## config.mk

```make
export PLATFORM = sky130hd
export DESIGN_NAME = mul_share_ctrl
export DESIGN_NICKNAME = d
export VERILOG_FILES = /design/src/rtl/mul_share_ctrl_pkg.sv /design/src/rtl/mul_share_ctrl_rr_arbiter.sv /design/src/rtl/mul_share_ctrl.sv
export SDC_FILE = /design/constraint.sdc
export NUM_CORES = 1
export LEC_CHECK = 0
export CAP_MARGIN = 20
export CORE_UTILIZATION = 46
export CTS_CLUSTER_SIZE = 40
export DETAILED_ROUTE_END_ITERATION = 10
export HOLD_SLACK_MARGIN = 0.12
export MAX_ROUTING_LAYER = met4
export PLACE_DENSITY = 0.91
export SLEW_MARGIN = 5
export SYNTH_ARGS = -nofsm -noshare
export SYNTH_HDL_FRONTEND = slang
export SYNTH_SLANG_ARGS = --single-unit
```

## constraint.sdc

```tcl
create_clock -name clk -period 7.3 [get_ports clk]
set_clock_uncertainty 0.05 [all_clocks]
set_input_delay 1.095 -clock clk [delete_from_list [all_inputs] [get_ports clk]]
set_output_delay 1.095 -clock clk [all_outputs]
set_load 0.01 [all_outputs]
```

## src/rtl/mul_share_ctrl_pkg.sv

```systemverilog
// mul_share_ctrl_pkg: state encodings and parameter defaults shared by the multiplier-sharing controller.
package mul_share_ctrl_pkg;
    typedef enum logic [1:0] {
        ST_IDLE   = 2'd0,
        ST_SETTLE = 2'd1,
        ST_RESP   = 2'd2
    } state_e;
    localparam int DEF_WIDTH         = 4;
    localparam int DEF_SETTLE_CYCLES = 7;
endpackage

```

## src/rtl/mul_share_ctrl_rr_arbiter.sv

```systemverilog
// rr_arbiter: combinational round-robin pick of the first set req bit at or above ptr, modulo N_REQ.
module rr_arbiter #(
    parameter int N_REQ = 4,
    localparam int PW = $clog2(N_REQ)
) (
    input  logic [N_REQ-1:0] req,
    input  logic [PW-1:0]    ptr,
    output logic [N_REQ-1:0] grant
);
    // Scanning from the farthest offset down lets the nearest requester overwrite the rest.
    always_comb begin
        grant = '0;
        for (int k = N_REQ - 1; k >= 0; k--) begin
            if (req[(int'(ptr) + k) % N_REQ]) begin
                grant = '0;
                grant[(int'(ptr) + k) % N_REQ] = 1'b1;
            end
        end
    end
endmodule

```

## src/rtl/mul_share_ctrl.sv

```systemverilog
// mul_share_ctrl: round-robin sharing of one combinational multiplier, holding operands SETTLE_CYCLES
// clocks before capturing the product and returning it over valid/ready.
module mul_share_ctrl
    import mul_share_ctrl_pkg::*;
#(
    parameter int N_REQ         = 4,
    parameter int WIDTH         = DEF_WIDTH,
    parameter int SETTLE_CYCLES = DEF_SETTLE_CYCLES
) (
    input  logic                   clk,
    input  logic                   rst_n,
    input  logic [N_REQ-1:0]       req_valid,
    input  logic [N_REQ*WIDTH-1:0] req_a,
    input  logic [N_REQ*WIDTH-1:0] req_b,
    output logic [N_REQ-1:0]       req_ready,
    output logic [N_REQ-1:0]       resp_valid,
    input  logic [N_REQ-1:0]       resp_ready,
    output logic [2*WIDTH-1:0]     resp_p,
    output logic                   busy,
    output logic [WIDTH-1:0]       mul_a,
    output logic [WIDTH-1:0]       mul_b,
    input  logic [2*WIDTH-1:0]     mul_p
);
    localparam int PW = $clog2(N_REQ);
    localparam int CW = $clog2(SETTLE_CYCLES + 1);

    state_e             state_q;
    logic [PW-1:0]      rr_ptr_q;
    logic [PW-1:0]      grant_q;
    logic [PW-1:0]      win;
    logic [CW-1:0]      count_q;
    logic [WIDTH-1:0]   mul_a_q;
    logic [WIDTH-1:0]   mul_b_q;
    logic [2*WIDTH-1:0] resp_p_q;
    logic [N_REQ-1:0]   arb_grant;

    rr_arbiter #(.N_REQ(N_REQ)) u_arb (
        .req   (req_valid),
        .ptr   (rr_ptr_q),
        .grant (arb_grant)
    );

    always_comb begin
        win = '0;
        for (int i = 0; i < N_REQ; i++)
            if (arb_grant[i]) win = PW'(i);
    end

    // Ready is withheld during reset so no requester sees an accept that never happens.
    assign req_ready  = (rst_n && state_q == ST_IDLE) ? arb_grant : '0;
    assign resp_valid = (state_q == ST_RESP) ? (N_REQ'(1) << grant_q) : '0;
    assign busy       = state_q != ST_IDLE;
    assign mul_a      = mul_a_q;
    assign mul_b      = mul_b_q;
    assign resp_p     = resp_p_q;

    always_ff @(posedge clk) begin
        if (!rst_n) begin
            state_q  <= ST_IDLE;
            rr_ptr_q <= '0;
            grant_q  <= '0;
            count_q  <= '0;
            mul_a_q  <= '0;
            mul_b_q  <= '0;
            resp_p_q <= '0;
        end else begin
            case (state_q)
                ST_IDLE: if (|arb_grant) begin
                    mul_a_q <= req_a[int'(win)*WIDTH +: WIDTH];
                    mul_b_q <= req_b[int'(win)*WIDTH +: WIDTH];
                    grant_q <= win;
                    count_q <= CW'(SETTLE_CYCLES - 1);
                    state_q <= ST_SETTLE;
                end
                ST_SETTLE: if (count_q == '0) begin
                    resp_p_q <= mul_p;
                    state_q  <= ST_RESP;
                end else begin
                    count_q <= count_q - CW'(1);
                end
                ST_RESP: if (resp_ready[grant_q]) begin
                    rr_ptr_q <= (grant_q == PW'(N_REQ - 1)) ? '0 : grant_q + PW'(1);
                    state_q  <= ST_IDLE;
                end
                default: state_q <= ST_IDLE;
            endcase
        end
    end
endmodule

```

* Yosys cells after proc, flatten, opt, wreduce, memory -nomap -nowiden
Cells that the tools add are included.
** Storage, ports and cells
- Register bits after elaboration :: 25
- Bits of input ports :: 50
- Output and inout bits :: 25
- Word-level logic and storage cells :: 90
** Cells by class
- Add/sub/neg operators :: 5
- Order comparisons :: 9
- Eq/ne operators :: 7
- Shift operators :: 3
- Muxes and demuxes :: 38
- Bitwise gates (word level) :: 3
- Reduce and logical (&&, ||, !) cells :: 18
** Operator list (number)
- 16-bit by 5-bit indexed part select with 4-bit output :: 2
- 4-bit 2-to-1 mux :: 6
- 1-bit 2-to-1 mux :: 13
- 3-bit by 4-bit less-than comparator with 1-bit output, second input constant :: 3
- 2-bit 2-to-1 mux :: 6
- 1-bit binary-select mux with 2-bit select :: 5
- 3-bit by 1-bit greater-or-equal comparator with 1-bit output, second input constant :: 3
- 1-bit demux with 2-bit select :: 4
- 2-bit by 3-bit less-than comparator with 1-bit output, second input constant :: 2
- 3-bit 2-to-1 mux :: 2
- 2-bit case mux with 3 select lines :: 1
- 3-bit case mux with 2 select lines :: 1
- 2-bit AND reduction :: 3
- 3-bit AND reduction :: 2
- 2-bit OR reduction :: 3
- 1-bit logical AND :: 5
- 2-bit by 1-bit adder with 2-bit output, second input constant :: 2
- 2-bit adder, second input constant :: 2
- 2-bit == test, second input constant :: 2
- 2-bit by 1-bit inequality test with 1-bit output, second input constant :: 2
- 2-bit inequality test, second input constant :: 2
- 2-bit nonzero test :: 2
- 4-bit OR reduction :: 1
- 1-bit by 2-bit << shifter with 4-bit output, first input constant :: 1
- 6 further kinds :: 8

* Logic depth before layout (Yosys ltp)
- Word-level depth :: 15
- Gate-level depth with buffers :: 10

* By module
A second synthesis with hierarchy kept.
** Second synthesis, totals
- Cells, all modules :: 194
- Area, all modules :: 1824.2 um^2
** By module, submodules not included
- mul_share_ctrl :: instances 1, cells each 147, area an instance 1411.4 um^2, seq. area each 500.5 um^2
- rr_arbiter :: instances 1, cells each 47, area an instance 412.9 um^2, seq. area each 0.0 um^2

* Worst setup path before layout
Ideal clock, no wire load.
- Path kind :: input port to output port
- From :: in req_valid[1]
- To :: out req_ready[1]
- Arrival :: 2.369 ns
- Slack :: 3.786 ns
- Stages on the path :: 6
- Buffers on the path :: 1
- Path through :: and2_1 > a2111oi_2 > o21ai_1 > a31o_4 > buf_12 > nor2_1
** On the way
- Longest elaborated chain between the ends :: 8
- Elaborated cells on any way between the ends :: 16
- Classes of those cells :: mux: 16
** RTL lines
- from (decl) :: line mul_share_ctrl.sv:12 : input logic [N_REQ-1:0] req_valid,
- 1-bit binary-select mux with 2-bit select :: line mul_share_ctrl_rr_arbiter.sv:14 : if (req[(int'(ptr) + k) % N_REQ]) begin
- 1-bit 2-to-1 mux (not written as such) (2 in series) :: line mul_share_ctrl_rr_arbiter.sv:14
- 4-bit 2-to-1 mux (3 in series) :: line mul_share_ctrl_rr_arbiter.sv:14
- 4-bit 2-to-1 mux (*) :: line mul_share_ctrl_rr_arbiter.sv:14
- 4-bit 2-to-1 mux (*) :: line mul_share_ctrl.sv:50 : assign req_ready = (rst_n && state_q == ST_IDLE) ? arb_grant : '0;
- to (decl) :: line mul_share_ctrl.sv:15 : output logic [N_REQ-1:0] req_ready,
Every way passes the cells marked *; elsewhere a longest branch is shown, timed or not. The select of a mux whose other input is x is not followed.

* Worst setup path in the final report
- From :: in req_valid[3]
- To :: out req_ready[2]
Same word-level chain as after synthesis.

==> key figures <==
Worst hold path
  – Min-delay worst type: reg -> reg

Yosys
  – Area contributors post-synth: sky130_fd_sc_hd__dfxtp_1, sky130_fd_sc_hd__mux2i_1, sky130_fd_sc_hd__ha_1
  – Cells after Synth: 192
  – Sequential-to-total area share from yosys stat: 0.281
  – Adder-cell share of the synthesized area: 0.0985
  – XOR/XNOR Fraction of Synth Area: 0
  – Async SR Flop Fraction: 0
  – Share of cell area taken by muxes after synthesis: 0.160
  – Number of warnings reported in the yosys synthesis log: 0
  – Leading cell type by number of instances after synthesis: sky130_fd_sc_hd__nor2_1
  – Number of enable flip-flop cells after synthesis: 0
  – Most numerous cell types in the synthesized netlist: sky130_fd_sc_hd__nor2_1, sky130_fd_sc_hd__dfxtp_1, sky130_fd_sc_hd__mux2i_1, sky130_fd_sc_hd__nand2_1, sky130_fd_sc_hd__ha_1
  – Netlist cell types: 42
  – Compound-gate portion of the synthesized area: 0.232
  – Share of synthesized cell area in and, or, nand and nor gates: 0.180
  – Post-Syn Area per Cell: 9.27 um^2
  – Portion of synthesized cell area occupied by the leading cell type: 0.281
  – Dominant combinational cell family by area after synthesis: compound AO/OA/AOI/OAI gates
  – Most frequently used flop master after synthesis: sky130_fd_sc_hd__dfxtp_1
  – Post-Syn Area: about 1800 um^2
  – Synth Register Bits: 25
  – Net count after synthesis: 256
  – Largest area contributor in the netlist: sky130_fd_sc_hd__dfxtp_1

Clocking
  – Setup Fix Bufs, Post-CTS: 0
  – Total clock sinks: 25
  – CTS clk-pin slew, worst paths: about 100 ps
  – TritonCTS buffer count: 3
  – Latest clock arrival within the worst-skew pair: 280 ps
  – Worst-case clock buffer depth: 2
  – CTS tree: done
  – Number of instances resized during post-cts repair: 0
  – Depth of the CTS H-tree: 1
  – CTS root buf: sky130_fd_sc_hd__clkbuf_8
  – Hold buffer count at CTS: 0

Timing
  – Worst setup slack after layout: about 2500 ps
  – Final hold viol count: 0
  – Final period util: 0.662
  – RSZ-0062 raised after global routing: no
  – Actual transition at the worst max-transition pin: 875 ps
  – Highest Clock Rate: 207 MHz
  – Remaining max-slew budget at the tightest pin: 0.416
  – Finish-stage setup viols: 0
  – Minimum period implied by the final worst setup slack: 4830 ps
  – Setup TNS Final: 0 ps
  – Max-slew violation count: 0

Worst setup path
  – Delay of the slowest cell on the worst path: 630 ps
  – Critical Path Most Common Cell: sky130_fd_sc_hd__clkdlybuf4s50_1
  – Crit path from: req_valid[3]
  – Terminus of the critical flop-to-flop path: mul_a[2]
  – Critical Path End: req_ready[2]
  – Worst path arrival time: 3690 ps
  – Worst r2r path cells: 10
  – Origin of the critical flop-to-flop path: rr_ptr_q[0]
  – Max Fanout on Critical Path: 21
  – R2R Setup Slk: between 3000 and 4000 ps
  – CP startpoint kind: input pin
  – WP data required: 6150 ps
  – Worst-path cell chain: clkdlybuf4s50_1, mux4_2, nor2_2, a31o_1, nor2_1, clkdlybuf4s50_1
  – Path type of the worst setup path: in -> out
  – Crit path capture type: primary output
  – Cell at the slowest stage of the critical path: sky130_fd_sc_hd__a31o_1

Drt
  – DR vias: approximately 1700
  – Total detailed-routing wirelength: 4210 um
  – Number of vias per cell after detailed routing: 5.44
  – DRT iter0 DRCs: between 60 and 70
  – Drt drc: 0
  – Number of routed nets with antenna violations: 0
  – Average wire length per cell after detail routing: 13.5 um
  – Count of TritonRoute iterations in the first routing pass: 4

Floorplan
  – Placement row count: 22
  – Die W: 64.2 um
  – Number of primary I/O pins: 75
  – Initial Util: 0.482
  – Area of the die: 4120 um^2
  – Die Height: about 64 um
  – Core Area: 3690 um^2

Placement
  – Final HPWL DP: 3260 um
  – Minimum setup slack after placement: approximately 2500 ps
  – Final Wtd Congestion: about 0.9
  – Placement-stage cell area: 2540 um^2
  – # port buffers: between 70 and 80

Finish
  – Layout cell share with drive strength beyond 1: 0.106
  – Area delta synth->final: 46.0%
  – Final #Nets: 328
  – Area taken by multi-input logic gates: ~1200 um^2
  – Post-route cell area: 2600 um^2
  – Flip-flop and latch area: 500 um^2
  – Layout filler cell count: 308
  – Antenna diode instance count: 0

GRT
  – All-layer global routing usage: 0.224
  – Number of antenna violations at the first check in global routing: 0
  – Via count of the first global-routing pass: 1592
  – Largest net degree at the start of global routing: 25
  – Leftover overflow at the end of global routing: 0
  – Global-route wire length before repair: 7010 um

Job
  – Max-Cap Viols: 0

Pwr
  – Total power density per cell area: 225 nW/um^2
  – Static leakage: 1.01 nW
  – Worst ir drop on vdd: ~0.12 mV

Outcome
  – Result of the run: finished clean
==> critical path, delay by kind of cell <==
kind	cells	cell delay, ps
mux	1	560
buf+inv	2	990
compound gates	1	630
simple gates	2	410
==> layer usage <==
| layer | GRT usage | wire length, um | vias up |
|---|---|---|---|
| met5 | - | 0 | - |
| met4 | 0.119 | 134 | 0 |
| met3 | 0.0518 | 331 | 13 |
| met2 | 0.366 | 2000 | 78 |
| met1 | 0.254 | 1740 | 764 |
| li1 | - | - | 837 |
==> where the power goes <==
part | leakage, nW | switching [mW] | internal, mW
Sequential | 0.206 | 0.0241 | 0.170
Clock | 0.0217 | 0.0480 | 0.0388
Combinational | 0.779 | 0.145 | 0.160
==> through the flow <==
step	power [mW]	hold WS [ps]	utilization	cells
3_5_place_dp	0.498	428	0.688	306
4_1_cts	0.585	442	0.701	310
3_3_place_gp	0.489	421	0.688	306
2_1_floorplan	0.386	403	-	192
6_report	0.585	438	0.704	311
5_1_grt	0.627	479	0.704	311
==> sequential cells by signal, summed over array words and instances (netlist names) <==
| signal | cells |
|---|---|
| count_q | 3 |
| grant_q | 2 |
| mul_a | 4 |
| mul_b | 4 |
| resp_p | 8 |
| rr_ptr_q | 2 |
| state_q | 2 |
==> worst min path at each step <==
stage	cells past startpoint	to	startpoint
floorplan	2	count_q[1]	count_q[1]
global placement	2	count_q[1]	count_q[1]
detailed placement	2	count_q[1]	count_q[1]
CTS	2	count_q[1]	count_q[1]
global route	2	resp_p[5]	resp_p[5]
finish	2	count_q[1]	count_q[1]
==> placed cells by master, fill, tap and decap left out, drive strengths merged, types with 2 or more instances in the layout <==
cell type	n
clkdlybuf4s50	74
nor2	36
dfxtp	25
mux2i	19
nand2	15
ha	14
inv	8
a211o	8
a311oi	8
o21ai	6
and2	5
mux4	4
o22ai	4
a31o	4
nor2b	3
a21oi	3
clkbuf	3
a2111oi	2
nor3	2
a211oi	2
nand3	2
or2	2
a31oi	2
buf	2
==> cell families after synthesis <==
group                    after synthesis
adder cells (fa/ha/maj)               14
AO/OA/AOI/OAI                         43
flip-flops                            25
AND/OR/NAND/NOR                       70
buffers and inverters                 17
multiplexers                          23
==> final cells by class <==
type	instances	share of cell area
clock inverter	1	0.00289
timing repair buffer	76	0.292
inverter	8	0.0116
multi-input combinational	150	0.461
clock buffer	3	0.0159
sequential	25	0.193
tap	48	0.0231
Note: power is estimated with default switching activity, not from simulation.
